--- src/rtl/inst_fetch.sv ---
// inst_fetch: single-stage instruction fetch with stall replay, redirect flush and halt at END_PC
module inst_fetch #(
  parameter logic [7:0] START_PC = 8'd0,
  parameter logic [7:0] END_PC   = 8'd113
) (
  input  logic        clk,
  input  logic        rst,
  input  logic        stall,
  input  logic        redirect_valid,
  input  logic [7:0]  redirect_pc,
  output logic [7:0]  mem_address,
  input  logic [31:0] mem_data,
  output logic [31:0] instr,
  output logic [7:0]  instr_pc,
  output logic        instr_valid,
  output logic        halted
);
  typedef enum logic {RUN, HALT} state_t;
  state_t     r_state;
  logic [7:0] r_pc_q;
  logic [7:0] r_pc_d1;
  logic       r_issued_d1;
  logic       w_at_end;
  // while stalled, re-present last cycle's address so the word arrives again on release
  assign mem_address = rst ? START_PC : (stall && !redirect_valid) ? r_pc_d1 : r_pc_q;
  assign halted      = (r_state == HALT) && !r_issued_d1 && !instr_valid;
  assign w_at_end    = r_pc_q == END_PC;
  always_ff @(posedge clk) begin
    if (rst) begin
      r_pc_q      <= START_PC;
      r_pc_d1     <= 8'd0;
      r_issued_d1 <= 1'b0;
      instr       <= 32'd0;
      instr_pc    <= 8'd0;
      instr_valid <= 1'b0;
      r_state     <= RUN;
    end else if (redirect_valid) begin
      r_pc_q      <= redirect_pc;
      r_issued_d1 <= 1'b0;
      instr_valid <= 1'b0;
      r_state     <= RUN;
    end else if (!stall) begin
      instr       <= mem_data;
      instr_pc    <= r_pc_d1;
      instr_valid <= r_issued_d1;
      if (r_state == RUN) begin
        r_pc_d1     <= r_pc_q;
        r_issued_d1 <= 1'b1;
        r_pc_q      <= w_at_end ? r_pc_q : r_pc_q + 8'd1;
        r_state     <= w_at_end ? HALT : RUN;
      end else begin
        r_issued_d1 <= 1'b0;
      end
    end
  end
endmodule

--- config.mk ---
export PLATFORM = sky130hd
export DESIGN_NAME = inst_fetch
export DESIGN_NICKNAME = d
export VERILOG_FILES = /design/src/rtl/inst_fetch.sv
export SDC_FILE = /design/constraint.sdc
export NUM_CORES = 1
export LEC_CHECK = 0
export CORE_MARGIN = 2
export CORE_UTILIZATION = 46
export CTS_CLUSTER_SIZE = 30
export DETAILED_ROUTE_END_ITERATION = 12
export PLACE_DENSITY = 0.82
export SYNTH_ARGS = -nofsm -noshare
export SYNTH_HDL_FRONTEND = slang
export SYNTH_SLANG_ARGS = --single-unit
--- constraint.sdc ---
create_clock -name clk -period 3.6 [get_ports clk]
set_input_delay 0.9 -clock clk [delete_from_list [all_inputs] [get_ports clk]]
set_output_delay 0.9 -clock clk [all_outputs]
set_load 0.01 [all_outputs]
==> impl_metrics.json <==
{
  "whs_ns": 0.453,
  "cts_root_buffer": "clkbuf_8",
  "dr_total_vias": 2330,
  "switching_share_pct": 25.1,
  "min-delay-start": "instr_pc[1]",
  "antenna_left": 0,
  "final_util_pct": 70.0,
  "wl_met3_um": 532,
  "drive_gt1_share_pct": 7.59,
  "drt_wl_total_um": 6030,
  "cts_tree": "built",
  "reg2reg_to": "r_pc_q[0]",
  "dp.cells": 449,
  "power.total_mw": 1.48,
  "yosysSeqAreaShare_pct": 50.0,
  "setup_viol": 0,
  "r2r_start": "r_pc_q[0]",
  "crit_end": "mem_address[3]",
  "gp_congestion": 0.866,
  "relSlewSlack_pct": 50.6,
  "core_region_area_um2": 5040,
  "post_drt_wl_per_cell_um": 13.0,
  "routed.top_layer": "met4",
  "grt-ovfl-total": 0,
  "worst_pin_slew_ns": 0.741,
  "arrival_ns": 2.43,
  "start_util_pct": 46.8,
  "clk_latency_ns": 0.33,
  "dr.first_iter.drc_count": 108,
  "nets": 436,
  "fmax_ghz": 0.300,
  "synthesis.instances": 301,
  "layout_common_cells": "nand2_1, clkdlybuf4s50_1, dfxtp_1",
  "clockPowerShare_pct": 39.1,
  "rsz0062_at_grt": "false",
  "power.density_nw_per_um2": 418,
  "grt_first_pass_wirelength_um": 9580,
  "post-route-period-util_pct": 92.6,
  "cts.hold.buffers_added": 0,
  "yosysUniqueCellTypes": 36,
  "clock-sinks": 59,
  "peakVddDrop_uv": 283,
  "fin_crit_ns": 3.33,
  "area_growth_pct": 49.5,
  "synth_area_per_cell_um2": 7.85,
  "port_buffers": 93,
  "cts.htree.levels": 3,
  "hold_violations": 0,
  "synth_fa_ha_area_share_pct": 1.06,
  "pin_count": 94,
  "setup_slack_ns": 0.268,
  "end_kind": "output pin",
  "cts_buffer_depth": 2,
  "cp.required_ns": 2.70,
  "postCtsSetupBuffers": 0,
  "viasPerCell": 5.01,
  "m1WireLength_um": 2460,
  "rows": 26,
  "die_x_um": 75.7,
  "synth_xor_xnor_area_share_pct": 0.742,
  "slew_viol_final": 0,
  "cp_max_fo": 5,
  "synth-compound-area-share_pct": 14.9,
  "dp_hpwl_um": 4120,
  "comb_power_share_pct": 13.2,
  "clkTransAtPathRegs_ns": 0.07,
  "hold_path.class": "reg -> reg",
  "cts_buffers": 9,
  "p_int_mw": 1.10,
  "rrSetupSlack_ns": 1.84,
  "grt_pass1_vias": 2241,
  "startpoint": "redirect_valid",
  "path_class": "in -> out",
  "postSynthNetCount": 347,
  "dr.pass1.iters": 4,
  "cp-start-kind": "input pin",
  "track_usage_pct": 22.4,
  "final_common_cell": "nand2_1",
  "drc": 0,
  "dieArea_um2": 5720,
  "antenna_cells": 0,
  "grt_max_degree": 41,
  "synth_simple_gate_area_share_pct": 24.6,
  "final_cells": 465,
  "cts_resized": 0,
  "skew_ns": 0.00498,
  "r2r_cells": 5,
  "muxShareOfSynthArea_pct": 4.29,
  "syn_area_um2": 2360,
  "pwr-share-seq_pct": 47.7,
  "design_area_um2": 3530,
  "placed_area_um2": 3340,
  "die_height_um": 75.7,
  "antenna_found_initial": 0,
  "yosysWarnings": 0,
  "setup_tns_ns": 0,
  "p_sw_mw": 0.371,
  "met2_length_um": 2940,
  "pre_cts_slack_ns": 0.275,
  "outcome": "completed",
  "ys_seq_elements": 59,
  "synth_top_family_by_area": "simple AND/OR/NAND/NOR gates",
  "cap_violations": 0,
  "leakage_nw": 1.29
}
[logic make-up after synthesis]
| kind of cell | count (synthesis) |
|---|---|
| flops | 59 |
| buf+inv | 25 |
| mux | 10 |
| xor+xnor | 2 |
| fa+ha+maj | 2 |
| simple gates | 139 |
| compound gates | 64 |
[worst min-delay path by stage]
stage / endpoint / slack [ns] / cells past startpoint
final: instr_pc[1] / 0.45 / 2
after global routing: instr_pc[1] / 0.47 / 2
after CTS: instr[14] / 0.46 / 2
after detailed placement: instr_pc[3] / 0.45 / 2
after global placement: instr[19] / 0.44 / 2
after floorplan: instr_pc[0] / 0.44 / 2
[cell usage after synthesis]
cell       count  area, µm²
or3_1          2       12.5
xnor2_1        1       8.76
o221ai_1       1       8.76
buf_6          1       11.3
xor2_1         1       8.76
a211oi_1       2       15.0
nor3_2         1       10.0
nand4b_1       1       8.76
a41oi_1        1       8.76
clkbuf_1      19       71.3
buf_2          1       5.00
o31a_1         1       8.76
mux2i_1        9       90.1
ha_1           2       25.0
or4b_1         1       10.0
o21a_1         1       7.51
nand2b_1       1       6.26
or3b_4         1       11.3
mux2_2         1       11.3
o211ai_1       1       7.51
nor2_1        18       67.6
or4_1          1       7.51
nor3b_1        1       7.51
o21ai_2        1       8.76
or2_2          1       6.26
nand3_1        1       5.00
nor3_1         7       35.0
nand4_1        3       18.8
a2111oi_0      1       8.76
a21oi_1       52        260
dfxtp_1       59       1180
a311oi_1       1       8.76
nand2_1      100        375
o21ai_0        2       10.0
buf_1          1       3.75
inv_1          3       11.3
[power groups by stage]
stage	clock [mW]	combinational, mW	sequential, mW
global route	0.621	0.215	0.707
CTS	0.589	0.197	0.703
global placement	0	0.192	0.716
finish	0.577	0.195	0.703
floorplan	0	0.0824	0.719
detailed placement	0	0.196	0.717
[registers in the layout, indices dropped and copies added (netlist names)]
| register | count |
|---|---|
| instr | 32 |
| instr_pc | 8 |
| r_pc_d1 | 8 |
| r_pc_q | 8 |
| instr_valid | 1 |
| r_issued_d1 | 1 |
| r_state | 1 |
[area by class of cell]
type	instances	area, µm²
fill	417	1510
sequential	59	1180
multi-input combinational	217	1080
timing repair buffer	100	978
clock buffer	9	124
tap	70	87.6
clock inverter	7	68.8
inverter	3	11.3
[per-layer routing]
layer / GRT usage (%) / vias to the layer above
met3: 10.1 / 9
met4: 10.9 / 0
li1: - / 1178
met1: 23.5 / 1063
met5: 0 / -
met2: 38.1 / 80
[worst max-delay path, stage by stage]
cell	delay (ns)
clkdlybuf4s50_1	0.48
inv_1	0.06
nand2_1	0.09
buf_4	0.16
mux2i_1	0.18
nor2_1	0.06
clkdlybuf4s50_1	0.50
Power figures use the tool's default switching activity.
